### src/rtl/aes_txn_ctrl_if.sv
// Byte-bus bundle between the transaction sequencer, the pin-side host and
// the aes core.
//   slave  : the controller's view (aes_txn_ctrl)
//   master : the environment's view (host pins + aes core)
// Signal groups:
//   control : start, busy, done, err, src_id
//   host in : host_in_data/valid/ready    (host -> controller)
//   host out: host_out_data/valid/ready   (FIFO head -> host)
//   core    : aes_data_in/valid_in/ready_in, aes_data_out/data_valid/data_ready,
//             aes_ack_valid/ack_ready, aes_source_id
interface aes_txn_ctrl_if;
    logic       start;
    logic       busy;
    logic       done;
    logic       err;
    logic [1:0] src_id;

    logic [7:0] host_in_data;
    logic       host_in_valid;
    logic       host_in_ready;

    logic [7:0] host_out_data;
    logic       host_out_valid;
    logic       host_out_ready;

    logic [7:0] aes_data_in;
    logic       aes_valid_in;
    logic       aes_ready_in;
    logic [7:0] aes_data_out;
    logic       aes_data_valid;
    logic       aes_data_ready;
    logic       aes_ack_valid;
    logic       aes_ack_ready;
    logic [1:0] aes_source_id;

    modport slave (
        input  start, host_in_data, host_in_valid, host_out_ready,
               aes_ready_in, aes_data_out, aes_data_valid, aes_ack_valid, aes_source_id,
        output busy, done, err, src_id, host_in_ready, host_out_data, host_out_valid,
               aes_data_in, aes_valid_in, aes_data_ready, aes_ack_ready
    );

    modport master (
        output start, host_in_data, host_in_valid, host_out_ready,
               aes_ready_in, aes_data_out, aes_data_valid, aes_ack_valid, aes_source_id,
        input  busy, done, err, src_id, host_in_ready, host_out_data, host_out_valid,
               aes_data_in, aes_valid_in, aes_data_ready, aes_ack_ready
    );
endinterface

### src/rtl/aes_txn_ctrl.sv
// Transaction sequencer between the pin-side byte host and the aes core.
// On start it forwards IN_BYTES host bytes (key then plaintext) to the core,
// collects OUT_BYTES result bytes into a small FIFO the host drains, takes
// the core's ack (capturing its source id) and pulses done once the FIFO
// is empty. A watchdog aborts a stalled transaction into a sticky err.
// Ports:
//   clk   : system clock
//   rst_n : asynchronous active-low reset
//   bus   : aes_txn_ctrl_if.slave (control, host in/out, core byte bus)
//
// state   | meaning
// --------+-------------------------------------------------------------
// S_IDLE  | waiting for start
// S_LOAD  | host bytes pass straight through to the core
// S_DRAIN | core result bytes pushed into the output FIFO
// S_ACK   | waiting for the core ack, captures source id
// S_FLUSH | waiting for the host to empty the FIFO, then done
// S_ERR   | watchdog expired: set err, clear FIFO, back to idle
module aes_txn_ctrl #(
    parameter int IN_BYTES   = 32,
    parameter int OUT_BYTES  = 16,
    parameter int FIFO_DEPTH = 4,
    parameter int TIMEOUT    = 1023
) (
    input logic           clk,
    input logic           rst_n,
    aes_txn_ctrl_if.slave bus
);

    localparam int PTR_W = $clog2(FIFO_DEPTH);
    localparam int CNT_W = PTR_W + 1;
    localparam logic [7:0]       LP_IN_LAST   = 8'(IN_BYTES - 1);
    localparam logic [7:0]       LP_OUT_LAST  = 8'(OUT_BYTES - 1);
    localparam logic [15:0]      LP_WDOG_LAST = 16'(TIMEOUT - 1);
    localparam logic [CNT_W-1:0] LP_FULL      = CNT_W'(FIFO_DEPTH);

    typedef enum logic [2:0] {
        S_IDLE, S_LOAD, S_DRAIN, S_ACK, S_FLUSH, S_ERR
    } state_t;

    state_t           r_state;
    state_t           w_state_nxt;
    logic [7:0]       r_byte_cnt;
    logic [15:0]      r_wdog;
    logic [PTR_W-1:0] r_wr_ptr;
    logic [PTR_W-1:0] r_rd_ptr;
    logic [CNT_W-1:0] r_count;
    logic [7:0]       r_mem [FIFO_DEPTH];
    logic [1:0]       r_src_id;
    logic             r_err;

    logic w_full;
    logic w_in_xfer;
    logic w_out_xfer;
    logic w_ack_xfer;
    logic w_push;
    logic w_pop;
    logic w_timed;
    logic w_progress;
    logic w_expire;
    logic w_in_ready;
    logic w_valid_in;
    logic w_data_ready;
    logic w_ack_ready;
    logic w_done;

    // Full depends only on the registered count, so a pop while full
    // re-enables pushing one cycle later.
    assign w_full     = (r_count == LP_FULL);
    assign w_in_xfer  = (r_state == S_LOAD)  && bus.host_in_valid && bus.aes_ready_in;
    assign w_out_xfer = (r_state == S_DRAIN) && bus.aes_data_valid && !w_full;
    assign w_ack_xfer = (r_state == S_ACK)   && bus.aes_ack_valid;
    assign w_push     = w_out_xfer;
    assign w_pop      = (r_count != '0) && bus.host_out_ready;
    assign w_timed    = (r_state == S_LOAD) || (r_state == S_DRAIN) || (r_state == S_ACK);
    assign w_progress = w_in_xfer || w_out_xfer || w_ack_xfer;
    // r_wdog counts idle cycles already seen; this one makes TIMEOUT.
    assign w_expire   = w_timed && !w_progress && (r_wdog == LP_WDOG_LAST);

    always_ff @(posedge clk or negedge rst_n) begin
        if (!rst_n) begin
            r_state <= S_IDLE;
        end else begin
            r_state <= w_state_nxt;
        end
    end

    always_comb begin
        w_state_nxt  = r_state;
        w_in_ready   = 1'b0;
        w_valid_in   = 1'b0;
        w_data_ready = 1'b0;
        w_ack_ready  = 1'b0;
        w_done       = 1'b0;
        case (r_state)
            S_IDLE: begin
                if (bus.start) w_state_nxt = S_LOAD;
            end
            S_LOAD: begin
                w_valid_in = bus.host_in_valid;
                w_in_ready = bus.aes_ready_in;
                if (w_in_xfer && (r_byte_cnt == LP_IN_LAST)) w_state_nxt = S_DRAIN;
                else if (w_expire)                           w_state_nxt = S_ERR;
            end
            S_DRAIN: begin
                w_data_ready = !w_full;
                if (w_out_xfer && (r_byte_cnt == LP_OUT_LAST)) w_state_nxt = S_ACK;
                else if (w_expire)                             w_state_nxt = S_ERR;
            end
            S_ACK: begin
                w_ack_ready = 1'b1;
                if (w_ack_xfer)    w_state_nxt = S_FLUSH;
                else if (w_expire) w_state_nxt = S_ERR;
            end
            S_FLUSH: begin
                if (r_count == '0) begin
                    w_done      = 1'b1;
                    w_state_nxt = S_IDLE;
                end
            end
            S_ERR: begin
                w_state_nxt = S_IDLE;
            end
            default: begin
                w_state_nxt = S_IDLE;
            end
        endcase
    end

    always_ff @(posedge clk or negedge rst_n) begin
        if (!rst_n) begin
            r_byte_cnt <= '0;
            r_wdog     <= '0;
            r_src_id   <= '0;
            r_err      <= 1'b0;
        end else begin
            if ((r_state == S_IDLE) && bus.start) begin
                r_byte_cnt <= '0;
                r_err      <= 1'b0;
            end else if (w_in_xfer) begin
                r_byte_cnt <= (r_byte_cnt == LP_IN_LAST) ? 8'd0 : r_byte_cnt + 8'd1;
            end else if (w_out_xfer) begin
                r_byte_cnt <= r_byte_cnt + 8'd1;
            end

            // Any state change (including entry into a timed state) restarts it.
            if (w_timed && !w_progress && (w_state_nxt == r_state)) begin
                r_wdog <= r_wdog + 16'd1;
            end else begin
                r_wdog <= '0;
            end

            if (w_ack_xfer)        r_src_id <= bus.aes_source_id;
            if (r_state == S_ERR)  r_err    <= 1'b1;
        end
    end

    always_ff @(posedge clk or negedge rst_n) begin
        if (!rst_n) begin
            r_wr_ptr <= '0;
            r_rd_ptr <= '0;
            r_count  <= '0;
        end else if (r_state == S_ERR) begin
            r_wr_ptr <= '0;
            r_rd_ptr <= '0;
            r_count  <= '0;
        end else begin
            if (w_push) r_wr_ptr <= r_wr_ptr + PTR_W'(1);
            if (w_pop)  r_rd_ptr <= r_rd_ptr + PTR_W'(1);
            case ({w_push, w_pop})
                2'b10:   r_count <= r_count + CNT_W'(1);
                2'b01:   r_count <= r_count - CNT_W'(1);
                default: ;
            endcase
        end
    end

    always_ff @(posedge clk or negedge rst_n) begin
        if (!rst_n) begin
            for (int i = 0; i < FIFO_DEPTH; i++) r_mem[i] <= '0;
        end else if (w_push) begin
            r_mem[r_wr_ptr] <= bus.aes_data_out;
        end
    end

    assign bus.busy           = (r_state != S_IDLE);
    assign bus.done           = w_done;
    assign bus.err            = r_err;
    assign bus.src_id         = r_src_id;
    assign bus.host_in_ready  = w_in_ready;
    assign bus.host_out_data  = r_mem[r_rd_ptr];
    assign bus.host_out_valid = (r_count != '0);
    assign bus.aes_data_in    = bus.host_in_data;
    assign bus.aes_valid_in   = w_valid_in;
    assign bus.aes_data_ready = w_data_ready;
    assign bus.aes_ack_ready  = w_ack_ready;

endmodule

### src/flat_wrapper.sv
// flat-port wrapper written by rule: the top's interface ports become plain ports
module aes_txn_ctrl_flat 
#(
    parameter int IN_BYTES   = 32,
    parameter int OUT_BYTES  = 16,
    parameter int FIFO_DEPTH = 4,
    parameter int TIMEOUT    = 1023
)
  (clk, rst_n, bus_start, bus_host_in_data, bus_host_in_valid, bus_host_out_ready, bus_aes_ready_in, bus_aes_data_out, bus_aes_data_valid, bus_aes_ack_valid, bus_aes_source_id, bus_busy, bus_done, bus_err, bus_src_id, bus_host_in_ready, bus_host_out_data, bus_host_out_valid, bus_aes_data_in, bus_aes_valid_in, bus_aes_data_ready, bus_aes_ack_ready);
  aes_txn_ctrl_if bus_i ();
  input logic clk;
  input logic rst_n;
  input wire logic [$bits(bus_i.start)-1:0] bus_start;
  input wire logic [$bits(bus_i.host_in_data)-1:0] bus_host_in_data;
  input wire logic [$bits(bus_i.host_in_valid)-1:0] bus_host_in_valid;
  input wire logic [$bits(bus_i.host_out_ready)-1:0] bus_host_out_ready;
  input wire logic [$bits(bus_i.aes_ready_in)-1:0] bus_aes_ready_in;
  input wire logic [$bits(bus_i.aes_data_out)-1:0] bus_aes_data_out;
  input wire logic [$bits(bus_i.aes_data_valid)-1:0] bus_aes_data_valid;
  input wire logic [$bits(bus_i.aes_ack_valid)-1:0] bus_aes_ack_valid;
  input wire logic [$bits(bus_i.aes_source_id)-1:0] bus_aes_source_id;
  output wire logic [$bits(bus_i.busy)-1:0] bus_busy;
  output wire logic [$bits(bus_i.done)-1:0] bus_done;
  output wire logic [$bits(bus_i.err)-1:0] bus_err;
  output wire logic [$bits(bus_i.src_id)-1:0] bus_src_id;
  output wire logic [$bits(bus_i.host_in_ready)-1:0] bus_host_in_ready;
  output wire logic [$bits(bus_i.host_out_data)-1:0] bus_host_out_data;
  output wire logic [$bits(bus_i.host_out_valid)-1:0] bus_host_out_valid;
  output wire logic [$bits(bus_i.aes_data_in)-1:0] bus_aes_data_in;
  output wire logic [$bits(bus_i.aes_valid_in)-1:0] bus_aes_valid_in;
  output wire logic [$bits(bus_i.aes_data_ready)-1:0] bus_aes_data_ready;
  output wire logic [$bits(bus_i.aes_ack_ready)-1:0] bus_aes_ack_ready;
  assign bus_i.start = bus_start;
  assign bus_i.host_in_data = bus_host_in_data;
  assign bus_i.host_in_valid = bus_host_in_valid;
  assign bus_i.host_out_ready = bus_host_out_ready;
  assign bus_i.aes_ready_in = bus_aes_ready_in;
  assign bus_i.aes_data_out = bus_aes_data_out;
  assign bus_i.aes_data_valid = bus_aes_data_valid;
  assign bus_i.aes_ack_valid = bus_aes_ack_valid;
  assign bus_i.aes_source_id = bus_aes_source_id;
  assign bus_busy = bus_i.busy;
  assign bus_done = bus_i.done;
  assign bus_err = bus_i.err;
  assign bus_src_id = bus_i.src_id;
  assign bus_host_in_ready = bus_i.host_in_ready;
  assign bus_host_out_data = bus_i.host_out_data;
  assign bus_host_out_valid = bus_i.host_out_valid;
  assign bus_aes_data_in = bus_i.aes_data_in;
  assign bus_aes_valid_in = bus_i.aes_valid_in;
  assign bus_aes_data_ready = bus_i.aes_data_ready;
  assign bus_aes_ack_ready = bus_i.aes_ack_ready;
  aes_txn_ctrl #(.IN_BYTES(IN_BYTES), .OUT_BYTES(OUT_BYTES), .FIFO_DEPTH(FIFO_DEPTH), .TIMEOUT(TIMEOUT)) u_core (.clk(clk), .rst_n(rst_n), .bus(bus_i));
endmodule
### config.mk
export PLATFORM = sky130hd
export DESIGN_NAME = aes_txn_ctrl_flat
export DESIGN_NICKNAME = d
export VERILOG_FILES = /design/src/rtl/aes_txn_ctrl_if.sv /design/src/rtl/aes_txn_ctrl.sv /design/src/flat_wrapper.sv
export SDC_FILE = /design/constraint.sdc
export NUM_CORES = 1
export LEC_CHECK = 0
export ABC_AREA = 0
export BUFFER_PORTS_ARGS = -buffer_cell sky130_fd_sc_hd__buf_4
export CORE_UTILIZATION = 40
export CTS_CLUSTER_SIZE = 16
export DETAILED_ROUTE_END_ITERATION = 16
export PLACE_DENSITY_LB_ADDON = 0.12
export SLEW_MARGIN = 20
export SYNTH_ARGS = -nofsm -noshare
export SYNTH_HDL_FRONTEND = slang
export SYNTH_SLANG_ARGS = --single-unit
### constraint.sdc
create_clock -name clk -period 3.96 [get_ports clk]
set_input_delay 0 -clock clk [delete_from_list [all_inputs] [get_ports clk]]
set_output_delay 0 -clock clk [all_outputs]
set_load 0.03 [all_outputs]
* Yosys cells after proc, flatten, opt, wreduce, memory -nomap -nowiden
Index checks and enable logic that the tools add are counted.
** Storage, ports and cells
- Word-level logic and storage cells :: 95
- Input port bits :: 26
- Register bits after elaboration :: 69
** Operators by class
- Eq/ne operators :: 12
- Bitwise operators :: 2
- Add/subtract/negate cells :: 6
- Reduce and logical (&&, ||, !) cells :: 28
- Mux-type cells :: 32
- Order comparisons :: 3
** Operator list (number)
- 8-bit two-way mux :: 7
- 32-bit bitwise mux :: 1
- 3-bit two-way mux :: 7
- 16-bit by 1-bit adder with 16-bit output, second input constant :: 1
- 8-bit binary-select mux with 2-bit select :: 1
- 8-bit demux with 2-bit select :: 1
- 16-bit by 10-bit equality test with 1-bit output, second input constant :: 1
- 16-bit two-way mux :: 1
- 3-bit one-hot mux with 5 select lines :: 1
- 1-bit logical AND :: 13
- 3-bit nonzero test :: 4
- 3-bit equality test, second input constant :: 3
- 8-bit by 1-bit adder with 8-bit output, second input constant :: 1
- 8-bit by 4-bit equality test with 1-bit output, second input constant :: 1
- 8-bit by 5-bit equality test with 1-bit output, second input constant :: 1
- 1-bit two-way mux :: 8
- 2-bit two-way mux :: 4
- 3-bit by 2-bit equality test with 1-bit output, second input constant :: 2
- 3-bit greater-or-equal comparator, second input constant :: 2
- 3-bit logical NOT :: 2
- 2-bit inverter with 3-bit output :: 2
- 3-bit one-hot mux with 2 select lines :: 1
- 2-bit nonzero test :: 3
- 2-bit by 1-bit adder with 2-bit output, second input constant :: 2
- 9 further kinds :: 13

* Longest topological paths before layout
- Depth after elaboration :: 14
- Gate-level depth with buffers :: 13
- Gate-level depth less buffers :: 10

* Worst setup path after synthesis
No wires, ideal clock.
- Kind :: flip-flop to flip-flop
- Start point :: register u_core.r_state[2]
- End point :: register u_core.r_count[2]
- Buffers on the path :: 3
- Data required time :: 3.882 ns
- Arrival :: 2.507 ns
- Clock period less this slack :: 2.585 ns
- Stages on the path, launching flop included :: 14
- Setup slack :: 1.375 ns
- Path through :: dfrtp_1 buf_6 nand2b_4 nor3_2 and2_1 buf_4 inv_2 buf_2 ha_1 inv_1 fa_1 xor2_1 or3_1 a21oi_1
** Between the ends
- Word-level cells in the longest chain between the ends :: 6
- Elaborated cells on any way between the ends :: 9
- Classes of those cells :: eq/ne (4); mux (2); reduce/logical (3)
** RTL lines
- start, declared :: RTL line aes_txn_ctrl.sv:41 : state_t r_state;
- start signal, assigned :: RTL line aes_txn_ctrl.sv:84 : r_state <= w_state_nxt;
- 3-bit by 2-bit equality test with 1-bit output :: RTL line aes_txn_ctrl.sv:71 : assign w_out_xfer = (r_state == S_DRAIN) && bus.aes_data_valid && !w_full;
- 1-bit logical AND (2 in series) :: RTL line aes_txn_ctrl.sv:71
- 2-bit by 1-bit equality test with 1-bit output / 2-bit equality test (equally long branches) :: RTL line aes_txn_ctrl.sv:170 : case ({w_push, w_pop})
- 3-bit one-hot mux with 2 select lines :: RTL line aes_txn_ctrl.sv:170
- 3-bit two-way mux :: RTL line aes_txn_ctrl.sv:163 : end else if (r_state == S_ERR) begin
- end signal, assigned :: RTL line aes_txn_ctrl.sv:171 : 2'b10: r_count <= r_count + CNT_W'(1);
- end signal, assigned :: RTL line aes_txn_ctrl.sv:172 : 2'b01: r_count <= r_count - CNT_W'(1);
- end, declared :: RTL line aes_txn_ctrl.sv:47 : logic [CNT_W-1:0] r_count;
Parallel ways exist; a longest one is shown, timed or not.
A chain may end at the register's enable or synchronous reset.

* Final worst setup path
- Start point :: register u_core.r_count[0]
- End point :: register u_core.r_count[2]
** Between the ends
- Word-level cells in the longest chain between the ends :: 6
- Elaborated cells on any way between the ends :: 12
- Classes of those cells :: add/sub (2); eq/ne (3); mux (2); reduce/logical (5)
** RTL lines
- 3-bit equality test :: RTL line aes_txn_ctrl.sv:69 : assign w_full = (r_count == LP_FULL);
- 1-bit logical NOT :: RTL line aes_txn_ctrl.sv:71
- 1-bit logical AND :: RTL line aes_txn_ctrl.sv:71
- 2-bit by 1-bit equality test with 1-bit output / 2-bit equality test (equally long branches) :: RTL line aes_txn_ctrl.sv:170
- 3-bit one-hot mux with 2 select lines :: RTL line aes_txn_ctrl.sv:170
- 3-bit two-way mux :: RTL line aes_txn_ctrl.sv:163
Parallel ways exist; a longest one is shown, timed or not.

==> results.json <==
{
  "status": "complete, no violations",
  "grt.busiest_layer": "met2",
  "use_met1_pct": 20.3,
  "path_cells": "nor3b_1, nor3_2, and2_1, inv_2, ha_1, inv_1, fa_1, xor2_1, or3_1, a21oi_1",
  "use_met2_pct": 28.7,
  "vias": 2246,
  "fin_crit_sh_pct": 63.9,
  "end_kind": "flop",
  "regArea_um2": 1730,
  "cts_buffers": 9,
  "reg2regPathDepth": 10,
  "postSynthAreaPerCell_um2": 11.6,
  "ios": 52,
  "fillers": 761,
  "ant_nets": 0,
  "drv_slew": 0,
  "grt_max_degree": 70,
  "p_leak_nw": 1.90,
  "path_buf_inv": 2,
  "gp_congestion": 0.750,
  "slew_headroom_pct": 32.0,
  "die_w_um": 94.5,
  "wl_per_cell_um": 14.8,
  "syn_inst": 295,
  "critical_path_depth": 10,
  "die_y_um": 94.5,
  "synthDistinctLibCells": 42,
  "cpPeakStageDelay_ns": 0.42,
  "startpoint": "u_core.r_count[0]",
  "finalHoldViolCount": 0,
  "netlist_top_cells_count": "dfrtp_1 (69), mux2_2 (34), nor2_1 (33)",
  "row_count": 33,
  "num-nets-final": 370,
  "setup_viol": 0,
  "worst-setup-path-type": "flop to flop",
  "grt_use_met3_pct": 5.07,
  "drv_cap": 0,
  "antenna_found_initial": 0,
  "fmax_mhz": 395,
  "p_per_area_nw_per_um2": 415,
  "track_usage_pct": 16.8,
  "crit_slowest_cell": "dfrtp_1",
  "area_delta_synth_final_pct": 18.5,
  "skew_ns": 0.00768,
  "clockBufferDepth": 2,
  "seq_area_frac_synth_pct": 50.5,
  "start_kind": "flop",
  "ys_seq_elements": 69,
  "worstMarginPinSlew_ns": 1.02,
  "irDropWorstVdd_v": 0.000215,
  "critPathMaxFanout": 11,
  "die-area_um2": 8930,
  "core_um2": 8260,
  "wl_um": 6570,
  "synth_edf_count": 0,
  "cp.arrival_ns": 2.79,
  "ys.flop_type": "dfrtp_1",
  "yosys.cell_count.top_type": "dfrtp_1",
  "fin_crit_ns": 2.53,
  "yosys-top-cells-area": "dfrtp_1 (50%), mux2_2 (11%), mux4_2 (5.3%)",
  "dpl_cell_area_um2": 3700,
  "post_cts_buffers": 0,
  "drc": 0,
  "required_ns": 4.22,
  "cts_root_buf": "clkbuf_8",
  "h-tree-depth": 3,
  "start_util_pct": 41.4,
  "async_flop_share_pct": 100,
  "cts.sinks": 69,
  "overflow": 0,
  "synth_top_area_cell": "dfrtp_1",
  "hold_path.class": "primary input to primary output",
  "rsz0062_at_grt": "false",
  "endpoint": "u_core.r_count[2]",
  "synth.cell_area_um2": 3420,
  "fin_util_pct": 49.1,
  "portBuffers": 35,
  "synth_top_area_share_pct": 50.5,
  "worstReg2RegStart": "u_core.r_count[0]",
  "holdWs_ns": 0.0000132,
  "grt_pass1_vias": 2361,
  "drt_first_iter_violations": 81,
  "grt_first_pass_wirelength_um": 11400,
  "hold_depth": 0,
  "fin_area_um2": 4050,
  "timing.rr.end": "u_core.r_count[2]",
  "final_layout_size_suffix_gt1_share_pct": 28.2,
  "diodes": 0,
  "r2r_slack_ns": 1.43,
  "drtPass1Iterations": 4,
  "multi_input_area_um2": 1550,
  "synth_nets": 330,
  "totalNegativeSetupSlack_ns": 0,
  "cts_tree": "yes",
  "clock_latency_ns": 0.34,
  "dp_hpwl_um": 4420,
  "via_per_inst": 5.05,
  "clk_pin_slew_ns": 0.07,
  "cp_top_family": "simple AND/OR/NAND/NOR gates",
  "yosys_warnings": 0
}
flip-flops by register name (all words and copies together), names as in the netlist:
name / count
u_core.bus.err: 1
u_core.r_wdog: 16
u_core.r_byte_cnt: 8
u_core.r_state: 3
u_core.r_wr_ptr: 2
u_core.r_mem: 32
u_core.r_count: 3
u_core.r_rd_ptr: 2
u_core.bus.src_id: 2
layout by cell type (no fill, tap or decap), types with 3 or more instances in the layout:
cell type      count
dfrtp_1           69
buf_4             35
mux2_2            34
nor2_1            33
nand2_1           21
xor2_1            12
xnor2_1           11
dlygate4sd3_1     11
inv_1              9
nand3_1            9
clkbuf_8           9
mux4_2             8
ha_1               8
nand4_1            7
nor3_1             6
and3_1             6
a21oi_1            6
and2_1             4
or3_1              3
nor4b_1            3
nor4_1             3
a31oi_1            3
o21ai_0            3
bufinv_16          3
cells by family (layout without fill, tap and decap cells):
group | count (synthesis) | in the layout | share of synthesized area [%]
AND/OR/NAND/NOR | 105 | 105 | 15.7
flip-flops | 69 | 69 | 50.5
multiplexers | 42 | 42 | 16.5
buffers and inverters | 27 | 72 | 4.35
XOR/XNOR | 23 | 23 | 5.89
AO/OA/AOI/OAI | 20 | 20 | 3.58
adder cells (fa/ha/maj) | 9 | 9 | 3.51
through the flow:
| step | setup WS, ns | cells | total power [mW] |
|---|---|---|---|
| 6_report | 1.43 | 445 | 1.68 |
| 5_1_grt | 1.21 | 445 | 1.78 |
| 4_1_cts | 1.42 | 445 | 1.71 |
| 3_5_place_dp | 1.46 | 418 | 1.00 |
| 3_3_place_gp | 1.54 | 418 | 1.01 |
| 2_1_floorplan | 1.38 | 295 | 0.939 |
report_power, final:
part | switching (mW) | internal [mW] | total [mW]
combinational | 0.147 | 0.0822 | 0.229
sequential | 0.0363 | 0.729 | 0.765
clock | 0.268 | 0.419 | 0.687
final cells by class:
type,instances,share of cell area (%)
sequential,69,42.6
timing repair buffer,46,9.20
inverter,10,0.926
multi-input combinational,199,38.1
clock buffer,10,3.15
clock inverter,6,2.75
tap,105,3.24
worst min path at each step:
stage	end	startpoint
after floorplan	u_core.bus.err	rst_n
after global placement	bus_aes_data_in[4]	bus_host_in_data[4]
after detailed placement	bus_aes_data_in[4]	bus_host_in_data[4]
after CTS	bus_aes_data_in[4]	bus_host_in_data[4]
after global routing	bus_aes_data_in[3]	bus_host_in_data[3]
final	bus_aes_data_in[3]	bus_host_in_data[3]
routing by layer:
layer / part of all wire [%] / wire length, um
met5: 0 / 0
met4: 0.90 / 59
met3: 4.5 / 295
met2: 49 / 3210
met1: 46 / 3000
what timing repair did:
action / 4_1_cts / 5_1_grt
hold buffers: 11 / 0
hold endpoints to repair: 103 / 0
resized for setup: 0 / 0
Power figures use the tool's default switching activity.
